## src/rtl/sequence_player_if.sv

```systemverilog
// Control/status bundle between the game controller and sequence_player.
// The controller (master) drives writes, clear, start and the optional loop request.
// The player (slave) returns fill level, playback status and the cue symbol.
// Ports: wr_en, wr_sym, clear, start, [loop] -> player ; count, full, busy, out_sym, out_strobe, done <- player
// Optional: loop exists only when SEQUENCE_PLAYER_LOOP_EN is defined.
interface sequence_player_if #(
  parameter int NUM_CH = 4,
  parameter int DEPTH  = 16
);
  localparam int SYM_W = $clog2(NUM_CH + 1);
  localparam int CNT_W = $clog2(DEPTH + 1);

  logic             wr_en;
  logic [SYM_W-1:0] wr_sym;
  logic             clear;
  logic             start;
`ifdef SEQUENCE_PLAYER_LOOP_EN
  logic             loop;
`endif
  logic [CNT_W-1:0] count;
  logic             full;
  logic             busy;
  logic [SYM_W-1:0] out_sym;
  logic             out_strobe;
  logic             done;

  modport master (
`ifdef SEQUENCE_PLAYER_LOOP_EN
    output loop,
`endif
    output wr_en, wr_sym, clear, start,
    input  count, full, busy, out_sym, out_strobe, done
  );

  modport slave (
`ifdef SEQUENCE_PLAYER_LOOP_EN
    input  loop,
`endif
    input  wr_en, wr_sym, clear, start,
    output count, full, busy, out_sym, out_strobe, done
  );
endinterface

```

## src/rtl/sequence_player.sv

```systemverilog
// Pattern store + timed playback of channel symbols for the station game (HOLD/GAP phases).
// Latency: start sampled at cycle t -> first cue symbol and strobe at t+1; all outputs registered.
// Backpressure: none; writes while busy/full or with an invalid symbol are silently dropped.
// Ports: clock_i, reset_i (sync, active-high); sp_if (slave modport of sequence_player_if).
// Optional: SEQUENCE_PLAYER_LOOP_EN adds sp_if.loop to repeat the sequence instead of finishing.
module sequence_player #(
  parameter int NUM_CH     = 4,
  parameter int DEPTH      = 16,
  parameter int TICK_DIV   = 4,
  parameter int HOLD_TICKS = 1,
  parameter int GAP_TICKS  = 1
) (
  input  logic             clock_i,
  input  logic             reset_i,
  sequence_player_if.slave sp_if
);
  localparam int SYM_W    = $clog2(NUM_CH + 1);
  localparam int CNT_W    = $clog2(DEPTH + 1);
  localparam int AW       = (DEPTH > 1) ? $clog2(DEPTH) : 1;
  // One cycle counter covers ticks*divider, so each phase is exactly its length.
  localparam int HOLD_LEN = HOLD_TICKS * TICK_DIV;
  localparam int GAP_LEN  = GAP_TICKS * TICK_DIV;
  localparam int MAX_LEN  = (HOLD_LEN > GAP_LEN) ? HOLD_LEN : GAP_LEN;
  localparam int PH_W     = $clog2(MAX_LEN + 1);
  localparam logic [PH_W-1:0] HOLD_LAST = PH_W'(HOLD_LEN - 1);
  localparam logic [PH_W-1:0] GAP_LAST  = PH_W'(GAP_LEN - 1);

  typedef enum logic [1:0] {S_IDLE, S_HOLD, S_GAP, S_DONE} state_e;

  state_e           state_q;
  logic [SYM_W-1:0] buf_q [DEPTH];
  logic [CNT_W-1:0] count_q;
  logic [CNT_W-1:0] idx_q;
  logic [PH_W-1:0]  phase_q;
  logic             busy_q;
  logic [SYM_W-1:0] sym_q;
  logic             strobe_q;
  logic             done_q;

  logic             full_d;
  logic             wr_ok_d;
  logic [CNT_W-1:0] idx_nxt_d;
  logic             more_d;
  logic [PH_W-1:0]  phase_nxt_d;
  logic             loop_d;

  assign full_d      = (count_q == CNT_W'(DEPTH));
  assign wr_ok_d     = sp_if.wr_en && !full_d && (sp_if.wr_sym != '0) &&
                       (sp_if.wr_sym <= SYM_W'(NUM_CH));
  // idx_q <= count-1 <= DEPTH-1, so idx_q+1 always fits in CNT_W bits.
  assign idx_nxt_d   = idx_q + CNT_W'(1);
  assign more_d      = (idx_nxt_d < count_q);
  assign phase_nxt_d = phase_q + PH_W'(1);
`ifdef SEQUENCE_PLAYER_LOOP_EN
  assign loop_d      = sp_if.loop;
`else
  assign loop_d      = 1'b0;
`endif

  always_ff @(posedge clock_i) begin
    if (reset_i) begin
      state_q  <= S_IDLE;
      count_q  <= '0;
      idx_q    <= '0;
      phase_q  <= '0;
      busy_q   <= 1'b0;
      sym_q    <= '0;
      strobe_q <= 1'b0;
      done_q   <= 1'b0;
    end else begin
      strobe_q <= 1'b0;
      done_q   <= 1'b0;
      case (state_q)
        S_IDLE: begin
          if (sp_if.clear) begin
            count_q <= '0;
          end else if (sp_if.start) begin
            if (count_q == '0) begin
              done_q <= 1'b1;  // nothing to play: report completion immediately
            end else begin
              state_q  <= S_HOLD;
              busy_q   <= 1'b1;
              idx_q    <= '0;
              phase_q  <= '0;
              sym_q    <= buf_q[0];
              strobe_q <= 1'b1;
            end
          end else if (wr_ok_d) begin
            buf_q[count_q[AW-1:0]] <= sp_if.wr_sym;
            count_q                <= count_q + CNT_W'(1);
          end
        end
        S_HOLD, S_GAP: begin
          if (sp_if.clear) begin
            // Abort: drop the stored sequence, no done pulse.
            state_q <= S_IDLE;
            busy_q  <= 1'b0;
            sym_q   <= '0;
            count_q <= '0;
            phase_q <= '0;
          end else if (state_q == S_HOLD) begin
            if (phase_q == HOLD_LAST) begin
              state_q <= S_GAP;
              phase_q <= '0;
              sym_q   <= '0;
            end else begin
              phase_q <= phase_nxt_d;
            end
          end else if (phase_q == GAP_LAST) begin
            phase_q <= '0;
            if (more_d) begin
              state_q  <= S_HOLD;
              idx_q    <= idx_nxt_d;
              sym_q    <= buf_q[idx_nxt_d[AW-1:0]];
              strobe_q <= 1'b1;
            end else if (loop_d) begin
              state_q  <= S_HOLD;
              idx_q    <= '0;
              sym_q    <= buf_q[0];
              strobe_q <= 1'b1;
            end else begin
              state_q <= S_DONE;
              busy_q  <= 1'b0;
              done_q  <= 1'b1;
            end
          end else begin
            phase_q <= phase_nxt_d;
          end
        end
        S_DONE: begin
          // One-cycle completion state; buffer kept for replay.
          state_q <= S_IDLE;
          if (sp_if.clear) count_q <= '0;
        end
        default: state_q <= S_IDLE;
      endcase
    end
  end

  assign sp_if.count      = count_q;
  assign sp_if.full       = full_d;
  assign sp_if.busy       = busy_q;
  assign sp_if.out_sym    = sym_q;
  assign sp_if.out_strobe = strobe_q;
  assign sp_if.done       = done_q;
endmodule

```

## src/flat_wrapper.sv

```systemverilog
// flat-port wrapper written by rule: the top's interface ports become plain ports
module sequence_player_flat 
#(
  parameter int NUM_CH     = 4,
  parameter int DEPTH      = 16,
  parameter int TICK_DIV   = 4,
  parameter int HOLD_TICKS = 1,
  parameter int GAP_TICKS  = 1
)
  (clock_i, reset_i, sp_if_wr_en, sp_if_wr_sym, sp_if_clear, sp_if_start, sp_if_count, sp_if_full, sp_if_busy, sp_if_out_sym, sp_if_out_strobe, sp_if_done);
  sequence_player_if #(.NUM_CH(NUM_CH), .DEPTH(DEPTH)) sp_if_i ();
  input  logic clock_i;
  input  logic reset_i;
  input wire logic [$bits(sp_if_i.wr_en)-1:0] sp_if_wr_en;
  input wire logic [$bits(sp_if_i.wr_sym)-1:0] sp_if_wr_sym;
  input wire logic [$bits(sp_if_i.clear)-1:0] sp_if_clear;
  input wire logic [$bits(sp_if_i.start)-1:0] sp_if_start;
  output wire logic [$bits(sp_if_i.count)-1:0] sp_if_count;
  output wire logic [$bits(sp_if_i.full)-1:0] sp_if_full;
  output wire logic [$bits(sp_if_i.busy)-1:0] sp_if_busy;
  output wire logic [$bits(sp_if_i.out_sym)-1:0] sp_if_out_sym;
  output wire logic [$bits(sp_if_i.out_strobe)-1:0] sp_if_out_strobe;
  output wire logic [$bits(sp_if_i.done)-1:0] sp_if_done;
  assign sp_if_i.wr_en = sp_if_wr_en;
  assign sp_if_i.wr_sym = sp_if_wr_sym;
  assign sp_if_i.clear = sp_if_clear;
  assign sp_if_i.start = sp_if_start;
  assign sp_if_count = sp_if_i.count;
  assign sp_if_full = sp_if_i.full;
  assign sp_if_busy = sp_if_i.busy;
  assign sp_if_out_sym = sp_if_i.out_sym;
  assign sp_if_out_strobe = sp_if_i.out_strobe;
  assign sp_if_done = sp_if_i.done;
  sequence_player #(.NUM_CH(NUM_CH), .DEPTH(DEPTH), .TICK_DIV(TICK_DIV), .HOLD_TICKS(HOLD_TICKS), .GAP_TICKS(GAP_TICKS)) u_core (.clock_i(clock_i), .reset_i(reset_i), .sp_if(sp_if_i));
endmodule
```

## config.mk

```make
export PLATFORM = sky130hd
export DESIGN_NAME = sequence_player_flat
export DESIGN_NICKNAME = d
export VERILOG_FILES = /design/src/rtl/sequence_player_if.sv /design/src/rtl/sequence_player.sv /design/src/flat_wrapper.sv
export SDC_FILE = /design/constraint.sdc
export NUM_CORES = 1
export LEC_CHECK = 0
export CORE_AREA = 5 5 86 88
export CTS_BUF_LIST = sky130_fd_sc_hd__clkbuf_2 sky130_fd_sc_hd__clkbuf_4 sky130_fd_sc_hd__clkbuf_8
export CTS_CLUSTER_SIZE = 40
export DETAILED_ROUTE_END_ITERATION = 10
export DIE_AREA = 0 0 91 93
export GPL_TIMING_DRIVEN = 0
export PLACE_DENSITY = 0.8
export RECOVER_POWER = 100
export SETUP_SLACK_MARGIN = 0.2
export SLEW_MARGIN = 20
export SYNTH_ARGS = -nofsm -noshare
export SYNTH_HDL_FRONTEND = slang
export SYNTH_SLANG_ARGS = --single-unit
```

## constraint.sdc

```tcl
create_clock -name clock_i -period 3.08 [get_ports clock_i]
set_clock_uncertainty 0.15 [all_clocks]
set_input_delay 0.616 -clock clock_i [delete_from_list [all_inputs] [get_ports clock_i]]
set_output_delay 0.616 -clock clock_i [all_outputs]
set_load 0.02 [all_outputs]
```

# == After elaboration in Yosys (flattened, before gate mapping) ==
# Memories as Yosys holds them, arrays and structs flattened.
# Index checks and enable logic that the tools add are counted.
# W data, S select, Z words.
# word_totals
register_bits,21
mem_bits_rw,48
input_bits,8
out_inout_bits,12
word_cells,116
memories,1
# mem_list
name,words,width,rd,rd_ports_with_merged_regs,wr,line,source
u_core.buf_q,16,3,2,0,1,sequence_player.sv:31,logic [SYM_W-1:0] buf_q [DEPTH];
# classes
add_sub_neg,3
n_lt_le_gt_ge,2
n_eq_ne,19
mux,67
reduce_logical,16
# op_table
cell,count
$mux W5,11
$mux W3,13
$mux W1,27
$pmux W5 S2,2
$mux W2,8
$pmux W3 S2,2
$add A5 B1 Y5 const B,2
$ne A2 B2 Y1 const B,5
$ne A3 B3 Y1 const B,3
$reduce_and A4 Y1,2
$reduce_and A8 Y1,1
$reduce_and A7 Y1,1
$ne A2 B1 Y1 const B,3
$ne A3 B2 Y1 const B,2
$pmux W1 S2,3
$pmux W2 S3,1
$reduce_and A6 Y1,1
$eq A5 B5 Y1 const B,1
$logic_not A5 Y1,1
$lt A5 B5 Y1,1
$eq A2 B2 Y1 const B,2
$ne A4 B2 Y1 const B,1
$add A3 B1 Y3 const B,1
$eq A3 B2 Y1 const B,1
other kinds (10),12

# == Depth between registers and ports, before layout ==
# logic_depth
depth_word,11
mapped_depth,11
ltp_nobuf,9

# == Worst setup path after synthesis ==
# OpenSTA, ideal clock, no wires.
# synth_path
path_type,reg2reg
startpoint,register u_core.idx_q[0]
endpoint,register u_core.idx_q[2]
setup_time_ns,0.074
arrival_ns,2.560
required_time_ns,2.856
setup_slack_ns,0.296
path_stages_with_launch,12
path_buffers,2
period_less_slack_ns,2.784
cell_sequence,dfxtp_1 > buf_6 > buf_8 > nand3_1 > xor2_2 > inv_2 > ha_1 > and3_1 > o21ai_1 > nand3_2 > or4_1 > a31oi_1
# synth_between
elab_chain_len,6
elab_cells_between_ends,9
cone_classes,add/sub (1); order compare (1); eq/ne (1); mux (5); reduce/logical (1)
# synth_rtl
element,line,source
"start, declared",sequence_player.sv:33,logic [CNT_W-1:0] idx_q;
"start signal, assigned",sequence_player.sv:113,idx_q <= idx_nxt_d;
$add A5 B1 Y5 (*),sequence_player.sv:51,assign idx_nxt_d = idx_q + CNT_W'(1);
"parallel branches: the longest is 5 deep, another holds $lt A5 B5 Y1",--,
# Every way passes the cells marked *. The select of a mux whose other input is x is not followed.
# A chain may end at the register's enable or synchronous reset.

# == Worst setup path after layout ==
# layout_path
startpoint,register u_core.idx_q[1]
endpoint,register u_core.idx_q[3]
# Same word-level chain as after synthesis.

==> flow_metrics.py <==
metrics = {
    "outcome": {
        "outcome": "complete, no violations",
    },
    "die": {
        "die_w_um": 91,
        "coreArea_um2": 6570,
        "ios": 20,
        "rows": 30,
        "die-area_um2": 8460,
        "initial_core_util_pct": 50.8,
        "die_h_um": 93,
    },
    "timing": {
        "setup_viol": 0,
        "rsz0062_at_grt": "false",
        "worstMarginPinSlew_ps": 801,
        "hold_violations": 0,
        "drv_slew": 0,
        "whs_ps": 307,
        "period_needed_ps": 2890,
        "slew-limit-headroom_pct": 45.8,
        "layout_worst_path_cycle_share_pct": 93.8,
        "fmax_mhz": 346,
    },
    "clock_tree": {
        "postCtsHoldBufs": 0,
        "cts_buffers": 9,
        "worstSkewPairLatency_ps": 350,
        "htree_levels": 3,
        "clock_sinks": 69,
        "cts_root_buffer": "clkbuf_8",
        "clock_path_buffers": 2,
        "cts_tree": "built",
        "clkTransAtPathRegs_ps": 80,
    },
    "setup_path": {
        "slowest_delay_ps": 370,
        "required_ps": 3200,
        "r2r_cells": 10,
        "worst-path-buf-inv": 1,
        "end_kind": "flip-flop",
        "cp_common_cell": "nand3_1",
        "cp_cell_sequence": "ha_2 > nand3_1 > xnor2_1 > ha_1 > and4_1 > a21oi_4 > nand3_1 > buf_1 > or3_1 > a21oi_1",
        "slowest_stage": "dfxtp_1",
        "r2r-end": "u_core.idx_q[3]$_SDFFE_PP0P_",
        "worstPathArrival_ps": 3010,
        "critical_path.max_fanout": 6,
        "path_class": "flip-flop to flip-flop",
        "reg2reg_from": "u_core.idx_q[1]$_SDFFE_PP0P_",
        "cp_top_family": "simple AND/OR/NAND/NOR gates",
        "rrSetupSlack_ps": 190,
        "start_kind": "flip-flop",
    },
    "synth": {
        "syn-instance-count": 264,
        "synth-adder-area-share_pct": 5.25,
        "syn_area_per_cell_um2": 12.6,
        "synth_top_family_by_area": "simple AND/OR/NAND/NOR gates",
        "syn_nets": 286,
        "async_reset_ff_share_pct": 0,
        "synth-xor-area-share_pct": 2.62,
        "netlist.area_leader.share_pct": 43.2,
        "synth_compound_area_share_pct": 6.89,
        "synth_area_leader_cell": "edfxtp_1",
        "synth_ff_type": "edfxtp_1",
        "synthesis.area_um2": 3340,
        "synth_edf_count": 48,
        "synth_mux_area_share_pct": 10.5,
        "yosys.area_share.simple_pct": 15.3,
        "ys_seq_elements": 69,
        "synth_area_leaders": "edfxtp_1 43%, dfxtp_1 13%, mux4_2 8.1%, ha_1 5.2%, nor2_1 2.7%",
        "yosys_warnings": 0,
        "yosysSeqAreaShare_pct": 55.8,
        "ys_types": 50,
    },
    "power": {
        "leakagePower_nw": 1.31,
        "powerDensity_nw_per_um2": 503,
        "ir_drop_mv": 0.408,
    },
    "place": {
        "port_buffers": 18,
        "dp_cells": 362,
        "dpl.hpwl_mm": 4.81,
        "routabilityCongestion": 0.858,
    },
    "grt": {
        "antenna_found_initial": 0,
        "grt_max_degree": 19,
        "grt_pass1_wl_mm": 11.5,
        "grt.overflow.total": 0,
        "first_global_vias": 2158,
        "grtUsageTotal_pct": 17.8,
    },
    "run": {
        "maxCapViolations": 0,
    },
    "min_path": {
        "hp-start": "u_core.sp_if.out_sym[1]$_SDFFE_PP0P_",
        "hold-path-cell-count": 2,
        "min_to": "u_core.sp_if.out_sym[1]$_SDFFE_PP0P_",
        "hold_path_class": "flip-flop to flip-flop",
    },
    "final_layout": {
        "final_common_cell": "edfxtp_1",
        "design.final.nets": 322,
        "drive_gt1_share_pct": 17.4,
        "diodes": 0,
        "layout_common_cells": "48 x edfxtp_1, 24 x nor2_1, 20 x dfxtp_1, 16 x inv_1, 15 x nand2_1",
        "area_growth_pct": 17.2,
        "instances_no_fill": 385,
        "n_fill_cell": 525,
    },
    "routing": {
        "via_per_inst": 5.80,
        "drc": 0,
        "drt_wl_total_mm": 7.23,
        "vias": 2233,
        "drtPass1Iterations": 4,
        "ant_nets": 0,
        "detail_route.iter0.violations": 100,
        "detail_route.wl_per_cell_um": 18.8,
    },
}
[metrics by stage]
stage	cell area [µm²]	TNS [ps]	setup slack, ps	utilization [%]	power (mW)
floorplan	3340	0	296	-	1.10
global placement	3620	-10240	-332	55.1	1.15
detailed placement	3620	-14570	-468	55.1	1.16
CTS	3880	0	182	59.1	1.97
global route	3920	0	127	59.6	2.04
finish	3920	0	190	59.6	1.97
[kinds of logic after synthesis]
kind of cell / count (synthesis)
AOI/OAI and AO/OA: 35
xor gates and xnor gates: 7
adders and majority gates: 14
buffers and inverters: 27
DFF: 69
muxes: 20
and+or+nand+nor: 92
[layer usage]
metal  global-route usage, %  vias up  share of wire, %
li1                        -     1051                 -
met1                    22.4     1088                41
met2                    29.1       78                51
met3                    4.99       16               6.1
met4                    7.09        0               2.2
met5                       0        -                 0
[worst min-delay path: cells and delay by family, from the launching register on]
kind / cells / cell delay [ps]
compound gates: 1 / 50
buf+inv: 1 / 50
flops: 1 / 310
[sequential cells by signal, summed over array words and instances (netlist names)]
name,cells
u_core.sp_if.busy,1
u_core.buf_q,48
u_core.sp_if.count,5
u_core.sp_if.done,1
u_core.state_q,2
u_core.sp_if.out_strobe,1
u_core.sp_if.out_sym,3
u_core.idx_q,5
u_core.phase_q,3
[how the worst max path moves through the flow]
stage	start	endpoint	slack [ps]	cells past startpoint
3_5_place_dp	sp_if_wr_sym[0]	u_core.buf_q[2][1]$_DFFE_PP_	-470	5
4_1_cts	u_core.idx_q[0]$_SDFFE_PP0P_	u_core.idx_q[2]$_SDFFE_PP0P_	180	11
6_report	u_core.idx_q[1]$_SDFFE_PP0P_	u_core.idx_q[3]$_SDFFE_PP0P_	190	10
2_1_floorplan	u_core.idx_q[0]$_SDFFE_PP0P_	u_core.idx_q[2]$_SDFFE_PP0P_	300	11
3_3_place_gp	sp_if_wr_sym[0]	u_core.buf_q[2][1]$_DFFE_PP_	-330	5
5_1_grt	u_core.idx_q[1]$_SDFFE_PP0P_	u_core.idx_q[2]$_SDFFE_PP0P_	130	9
[Yosys cell counts, types with 2 or more instances]
cell type and n:
a211oi_1 6, nor2_1 24, buf_1 2, inv_1 16, or3_1 3, nor3_1 10, dfxtp_1 21, edfxtp_1 48
mux2i_1 7, nor2b_1 4, o22ai_1 2, buf_2 2, nand3b_1 2, o21ai_0 7, xnor2_1 5, clkbuf_1 4
ha_1 14, or2_2 2, o21ai_1 2, nand2b_1 6, a31oi_1 3, mux4_2 12, nand3_1 11, nand2_1 15
nor4_1 3, o32ai_1 3, a21oi_1 7
[cell type report]
type,count,area [µm²],area share (%)
sequential,69,1860,47.6
buffer,10,65.1,1.66
timing repair buffer,25,220,5.62
clock buffer,11,139,3.55
multi-input combinational,168,1380,35.2
inverter,17,63.8,1.63
clock inverter,5,85.1,2.17
tap,80,100,2.56
[power breakdown]
part,internal (mW),total (mW),switching [mW]
combinational,0.0468,0.131,0.0844
sequential,0.999,1.01,0.00632
clock,0.477,0.831,0.354
[timing repair]
item | 4_1_cts | 5_1_grt
gates cloned | 0 | 0
setup endpoints to repair | 58 | 24
setup buffers | 2 | 5
pin swaps | 1 | 7
resized for setup | 10 | 11
(Power assumes the default switching activity.)
